<file path="config.mk">
export PLATFORM = sky130hd
export DESIGN_NAME = fp_mul
export DESIGN_NICKNAME = d
export VERILOG_FILES = /design/src/rtl/fp_mul.sv
export SDC_FILE = /design/constraint.sdc
export NUM_CORES = 2
export LEC_CHECK = 0
export ABC_AREA = 1
export BUFFER_PORTS_ARGS = -buffer_cell sky130_fd_sc_hd__clkbuf_2
export CORE_MARGIN = 1
export CORE_UTILIZATION = 45
export DETAILED_ROUTE_END_ITERATION = 7
export SETUP_SLACK_MARGIN = 0.1
export SLEW_MARGIN = 20
export SYNTH_ARGS = -nofsm -noshare
export SYNTH_HDL_FRONTEND = slang
export SYNTH_SLANG_ARGS = --single-unit
</file>
<file path="constraint.sdc">
create_clock -name clk -period 11.7 [get_ports clk]
set_input_delay 0.585 -clock clk [delete_from_list [all_inputs] [get_ports clk]]
set_output_delay 0.585 -clock clk [all_outputs]
set_load 0.01 [all_outputs]
</file>
<file path="src/rtl/fp_mul.sv">
// fp_mul: IEEE-754 binary32 multiplier, operand register + 2 compute stages.
// Define ROUND_NEAREST_EN for round-to-nearest-even; default build truncates.
module fp_mul (
    input  logic        clk,
    input  logic        rst_n,
    input  logic        in_valid,
    input  logic [31:0] A,
    input  logic [31:0] B,
    output logic        out_valid,
    output logic [31:0] result,
    output logic        overflow,
    output logic        underflow
);

    typedef struct packed {
        logic        sign;
        logic        nan;
        logic        inf;
        logic        zero;
        logic [9:0]  exp;
        logic [47:0] prod;
    } s1_t;

    logic        v0;
    logic        v1;
    logic [31:0] a0;
    logic [31:0] b0;
    s1_t         s1_d;
    s1_t         s1_q;

    always_ff @(posedge clk or negedge rst_n) begin
        if (!rst_n) begin
            v0 <= 1'b0;
            a0 <= '0;
            b0 <= '0;
        end else begin
            v0 <= in_valid;
            if (in_valid) begin
                a0 <= A;
                b0 <= B;
            end
        end
    end

    logic [7:0]  ea;
    logic [7:0]  eb;
    logic [22:0] fa;
    logic [22:0] fb;
    logic        inf_a;
    logic        inf_b;
    logic        zero_a;
    logic        zero_b;

    assign ea     = a0[30:23];
    assign eb     = b0[30:23];
    assign fa     = a0[22:0];
    assign fb     = b0[22:0];
    assign inf_a  = (ea == 8'hFF) && (fa == '0);
    assign inf_b  = (eb == 8'hFF) && (fb == '0);
    // denormal operands count as zero
    assign zero_a = (ea == 8'h00);
    assign zero_b = (eb == 8'h00);

    always_comb begin
        s1_d.sign = a0[31] ^ b0[31];
        s1_d.nan  = ((ea == 8'hFF) && (fa != '0)) ||
                    ((eb == 8'hFF) && (fb != '0)) ||
                    (inf_a && zero_b) || (zero_a && inf_b);
        s1_d.inf  = inf_a || inf_b;
        s1_d.zero = zero_a || zero_b;
        s1_d.exp  = {2'b00, ea} + {2'b00, eb} - 10'd127;
        s1_d.prod = 48'({1'b1, fa}) * 48'({1'b1, fb});
    end

    always_ff @(posedge clk or negedge rst_n) begin
        if (!rst_n) begin
            v1   <= 1'b0;
            s1_q <= '0;
        end else begin
            v1 <= v0;
            if (v0) begin
                s1_q <= s1_d;
            end
        end
    end

    logic [23:0] mant;
    logic [9:0]  en;
    logic [9:0]  ef;
    logic        g;
    logic        stk;
    logic        inc;
    logic [24:0] mr;
    logic [22:0] frac;

    always_comb begin
        if (s1_q.prod[47]) begin
            mant = s1_q.prod[47:24];
            g    = s1_q.prod[23];
            stk  = |s1_q.prod[22:0];
            en   = s1_q.exp + 10'd1;
        end else begin
            mant = s1_q.prod[46:23];
            g    = s1_q.prod[22];
            stk  = |s1_q.prod[21:0];
            en   = s1_q.exp;
        end
    end

`ifdef ROUND_NEAREST_EN
    assign inc = g & (stk | mant[0]);
`else
    logic unused_rnd;
    assign unused_rnd = g ^ stk;
    assign inc = 1'b0;
`endif

    // rounding carry-out leaves 1.000..0, so shift and bump exponent
    assign mr   = {1'b0, mant} + 25'(inc);
    assign ef   = mr[24] ? en + 10'd1 : en;
    assign frac = mr[24] ? mr[23:1] : mr[22:0];

    logic [31:0] res_d;
    logic        ovf_d;
    logic        unf_d;

    always_comb begin
        res_d = '0;
        ovf_d = 1'b0;
        unf_d = 1'b0;
        if (s1_q.nan) begin
            res_d = 32'h7FC0_0000;
        end else if (s1_q.inf) begin
            res_d = {s1_q.sign, 8'hFF, 23'h0};
        end else if (s1_q.zero) begin
            res_d = {s1_q.sign, 31'h0};
        end else if ($signed(ef) >= 10'sd255) begin
            res_d = {s1_q.sign, 8'hFF, 23'h0};
            ovf_d = 1'b1;
        end else if ($signed(ef) <= 10'sd0) begin
            res_d = {s1_q.sign, 31'h0};
            unf_d = 1'b1;
        end else begin
            res_d = {s1_q.sign, ef[7:0], frac};
        end
    end

    always_ff @(posedge clk or negedge rst_n) begin
        if (!rst_n) begin
            out_valid <= 1'b0;
            result    <= '0;
            overflow  <= 1'b0;
            underflow <= 1'b0;
        end else begin
            out_valid <= v1;
            if (v1) begin
                result    <= res_d;
                overflow  <= ovf_d;
                underflow <= unf_d;
            end
        end
    end

endmodule

</file>
# == Word level (Yosys, flattened, before mapping) ==
# Index checks and enable logic that the tools add are counted.
# totals
regBits,163
out_inout_bits,35
elab_cells,56
inputBits,67
# classes
n_mux,16
order_cmp,2
bitwise,1
eq_ne,2
n_addsub,3
mul,1
n_reduce_logical,17
# op_table
op,count
31-bit two-way mux,4
24-bit by 24-bit multiplier with 48-bit output,1
23-bit zero test,2
23-bit nonzero test,2
32-bit two-way mux,1
23-bit two-way mux,1
8-bit == test (second input constant),2
8-bit zero test,2
10-bit by 1-bit adder with 10-bit output (second input constant),1
10-bit by 9-bit greater-or-equal comparator with 1-bit output (second input constant),1
10-bit by 1-bit less-or-equal comparator with 1-bit output (second input constant),1
10-bit two-way mux,1
9-bit by 7-bit subtractor with 10-bit output (second input constant),1
8-bit by 8-bit adder with 9-bit output,1
1-bit two-way mux,9
1-bit logical AND,6
1-bit logical OR,5
1-bit XOR,1

# == Logic depth before layout (Yosys ltp) ==
# depth
depth_word,8
ltp_mapped,31
ltp_nobuf,29

# == Least setup slack after synthesis ==
# Ideal clock, no wire load.
# synth_path
path_type,flip-flop to flip-flop
start,reg a0[12]
end,reg s1_q[45] in the netlist's numbering
arrival_time_ns,5.971
setup_ns,0.118
n_path_buf,2
path_slack_ns,5.611
path_stages_with_launch,30
required_ns,11.582
period_less_slack_ns,6.089
path_cell_list,dfrtp_1 -> clkbuf_1 -> clkbuf_1 -> nand2_1 -> fa_1 -> inv_1 -> fa_1 -> inv_1 -> fa_1 -> inv_1 -> fa_1 -> inv_1 -> fa_1 -> inv_1 -> fa_1 -> inv_1 -> fa_1 -> inv_1 -> ha_1 -> nand2_1 -> nor2_1 -> inv_1 -> nor2_1 -> inv_1 -> nor4_1 -> nand2_1 -> nand3_1 -> nand2_1 -> nand3_1 -> nand2_1
# synth_via
elab_chain_cells,1
# synth_lines
element,line_no,text
start: declaration,26,logic [31:0] a0;
start signal: assignment,34,a0 <= '0;
start signal: assignment,39,a0 <= A;
24-bit by 24-bit multiplier with 48-bit output,72,"s1_d.prod = 48'({1'b1, fa}) * 48'({1'b1, fb});"
end signal: assignment,78,s1_q <= '0;
end signal: assignment,82,s1_q <= s1_d;
end: declaration,29,s1_t s1_q;
# Every way passes these cells.
# A chain may end at the register's enable or synchronous reset.

# == Worst setup path in the final report ==
# layout_path
start,reg b0[9]
end,reg s1_q[27] in the netlist's numbering
# layout_via
elab_chain_cells,1
# layout_lines
element,line_no,text
start: declaration,27,logic [31:0] b0;
start signal: assignment,35,b0 <= '0;
start signal: assignment,40,b0 <= B;
24-bit by 24-bit multiplier with 48-bit output,72,
# Every way passes these cells.

==> impl_metrics.json <==
{
  "grt_remaining_overflow": 0,
  "clock_path_buffers": 2,
  "layout-drive-gt1-share_pct": 6.67,
  "synth_nets": 4030,
  "ys_top_cells_by_count": "inv_1, nand2_1, fa_1",
  "crit_family": "adder cells",
  "cpMostUsedCell": "fa_1",
  "synth_top_family_by_area": "adder cells",
  "cts_tree": "built",
  "fmax_mhz": 142,
  "worstPathArrival_ns": 7.38,
  "rr_worst_depth": 21,
  "slew_viol_final": 0,
  "yosysTopAreaCell": "fa_1",
  "wl_per_cell_um": 17.5,
  "grt_first_pass_wirelength_um": 117000,
  "yosysWarnings": 0,
  "crit_path_max_fanout": 26,
  "port_buffers": 101,
  "yosys.area_share.xor_xnor_pct": 0.632,
  "yosysSeqAreaShare_pct": 13.5,
  "drt_first_pass_iters": 6,
  "die_x_um": 242,
  "synth_fa_ha_area_share_pct": 46.1,
  "cts_buffers": 17,
  "first_global_vias": 20850,
  "synth_cell_type_count": 42,
  "area_growth_pct": 7.01,
  "path_clk_slew_ns": 0.07,
  "rows": 87,
  "multi_input_area_mm2": 0.0183,
  "synth_top_area_share_pct": 37.2,
  "synth_simple_gate_area_share_pct": 17.2,
  "seq_area_mm2": 0.00350,
  "root_buffer": "clkbuf_16",
  "gp_congestion": 0.963,
  "core_area_mm2": 0.0566,
  "antenna_found_initial": 2,
  "outcome": "complete, no violations",
  "timing.rr.start": "b0[9]",
  "route.met2.wl_um": 32400,
  "start_kind": "flop",
  "critPathMaxStageDelay_ns": 1.04,
  "cts_hold_buf": 0,
  "r2r_end": "s1_q[27]",
  "grt_max_degree": 97,
  "netlist_instances": 3296,
  "antennaDiodeCount": 0,
  "clk_latency_ns": 0.45,
  "yosys_register_bits": 140,
  "cts_resized": 0,
  "htreeDepth": 4,
  "period_share_pct": 60.3,
  "routed_via_density": 4.89,
  "clock-sinks": 140,
  "maxSlewHeadroom_pct": 28.3,
  "crit_type": "flop to flop",
  "cp.required_ns": 12.02,
  "synth_compound_area_share_pct": 5.06,
  "critPathSlowestCell": "dfrtp_1",
  "setup_viol": 0,
  "layout_min_cycle_time_ns": 7.06,
  "cap_violations": 0,
  "rsz0062_at_grt": "false",
  "hold-worst-slack_ns": 0.247,
  "worstMarginPinSlew_ns": 1.08,
  "final-hold-violation-count": 0,
  "post_cts_buffers": 0,
  "path_cells": "nand2_1 > fa_1 > fa_1 > inv_1 > fa_1 > inv_1 > fa_1 > inv_1 > fa_1 > fa_1 > inv_1 > fa_1 > inv_1 > ha_1 > a21oi_1 > o21ai_0 > a21oi_1 > nand2_1 > a21oi_1 > xor2_1 > o21ai_0",
  "synth_area_leaders": "fa_1, inv_1, dfrtp_1",
  "hp-class": "input pin to async pin",
  "die_y_um": 242,
  "synth_edf_count": 0,
  "finalClockSkew_ns": 0.0162,
  "ant_nets": 0,
  "io_pins": 102,
  "wl_met3_um": 4970,
  "initial_core_util_pct": 45.8,
  "drt-initial-drc-count": 1342,
  "r2r_setup_slack_ns": 4.64,
  "synth.area.mux_share_pct": 1.59,
  "final_nets": 4053,
  "synthArstFlopShare_pct": 100,
  "wl_um": 71400,
  "grt_use_total_pct": 25.7,
  "dpl.hpwl_um": 57300,
  "endpoint_kind": "flop",
  "drcViolationCount": 0,
  "top_layer_used": "met5",
  "vias": 19965,
  "n_fill_cell": 5678,
  "finalSetupTns_ns": 0,
  "wl_met1_um": 32900,
  "synthMostInstantiatedCell": "inv_1",
  "syn_area_mm2": 0.0259,
  "die-area_mm2": 0.0586,
  "syn_avg_cell_area_um2": 7.87,
  "synth-main-ff-cell": "dfrtp_1",
  "crit_buf_inv": 5
}
## through the flow
step	instances	cell area, µm²	setup WS (ns)	util, %
5_1_grt	4086	27700	4.26	49.0
2_1_floorplan	3296	25900	5.61	-
6_report	4086	27700	4.64	49.0
3_5_place_dp	4056	27100	4.70	47.9
3_3_place_gp	4056	27100	4.68	47.9
4_1_cts	4086	27700	4.66	49.0
## kinds of logic after synthesis
logic type,after synthesis
AOI/OAI and AO/OA,234
xor gates and xnor gates,17
adders and majority gates,667
buffers and inverters,1084
DFF,140
muxes,39
and+or+nand+nor,1115
## area by class of cell
class | instances | area share, %
multi-input combinational | 2072 | 66.0
inverter | 946 | 12.8
sequential | 140 | 12.6
tap | 756 | 3.41
timing repair buffer | 142 | 2.96
clock buffer | 17 | 1.53
clock inverter | 13 | 0.658
## sequential cells by signal, indices dropped and copies added, names as in the netlist
name,cells
result,32
v0,1
v1,1
s1_q,39
b0,32
out_valid,1
overflow,1
a0,32
underflow,1
## worst max-delay path by stage
| stage | to | slack, ns | startpoint | cells past startpoint |
|---|---|---|---|---|
| after floorplan | s1_q[45] | 5.61 | a0[12] | 29 |
| after global placement | s1_q[27] | 4.68 | b0[9] | 21 |
| after detailed placement | s1_q[27] | 4.70 | b0[9] | 21 |
| after CTS | s1_q[27] | 4.66 | b0[9] | 21 |
| after global routing | s1_q[27] | 4.26 | b0[9] | 21 |
| final | s1_q[27] | 4.64 | b0[9] | 21 |
## cells in the final DEF, fill, tap and decap left out, types with 3 or more instances in the layout
master     instances
inv_1            944
nand2_1          850
fa_1             482
ha_1             185
dfrtp_1          140
nor2_1           129
o21ai_0          105
clkbuf_2          99
a21oi_1           76
nand3_1           73
buf_4             42
nand4_1           28
mux2i_1           22
o21ai_2           20
mux2_2            17
clkbuf_16         17
nor4_1            13
xnor2_1            9
nor3_1             8
xor2_1             6
a31oi_1            6
o21bai_1           5
o21a_1             5
a21o_1             5
o21ai_1            4
nand3b_1           3
nand2_2            3
bufinv_16          3
inv_6              3
inv_8              3
## routing by layer
metal | GRT usage [%] | vias up
li1 | - | 9535
met1 | 37.5 | 9807
met2 | 40.2 | 548
met3 | 4.69 | 71
met4 | 4.88 | 4
met5 | 0 | -
Power is left out: the tool's default activity adds up to more than one toggle a clock period on the data nets, which glitch-free logic cannot reach.
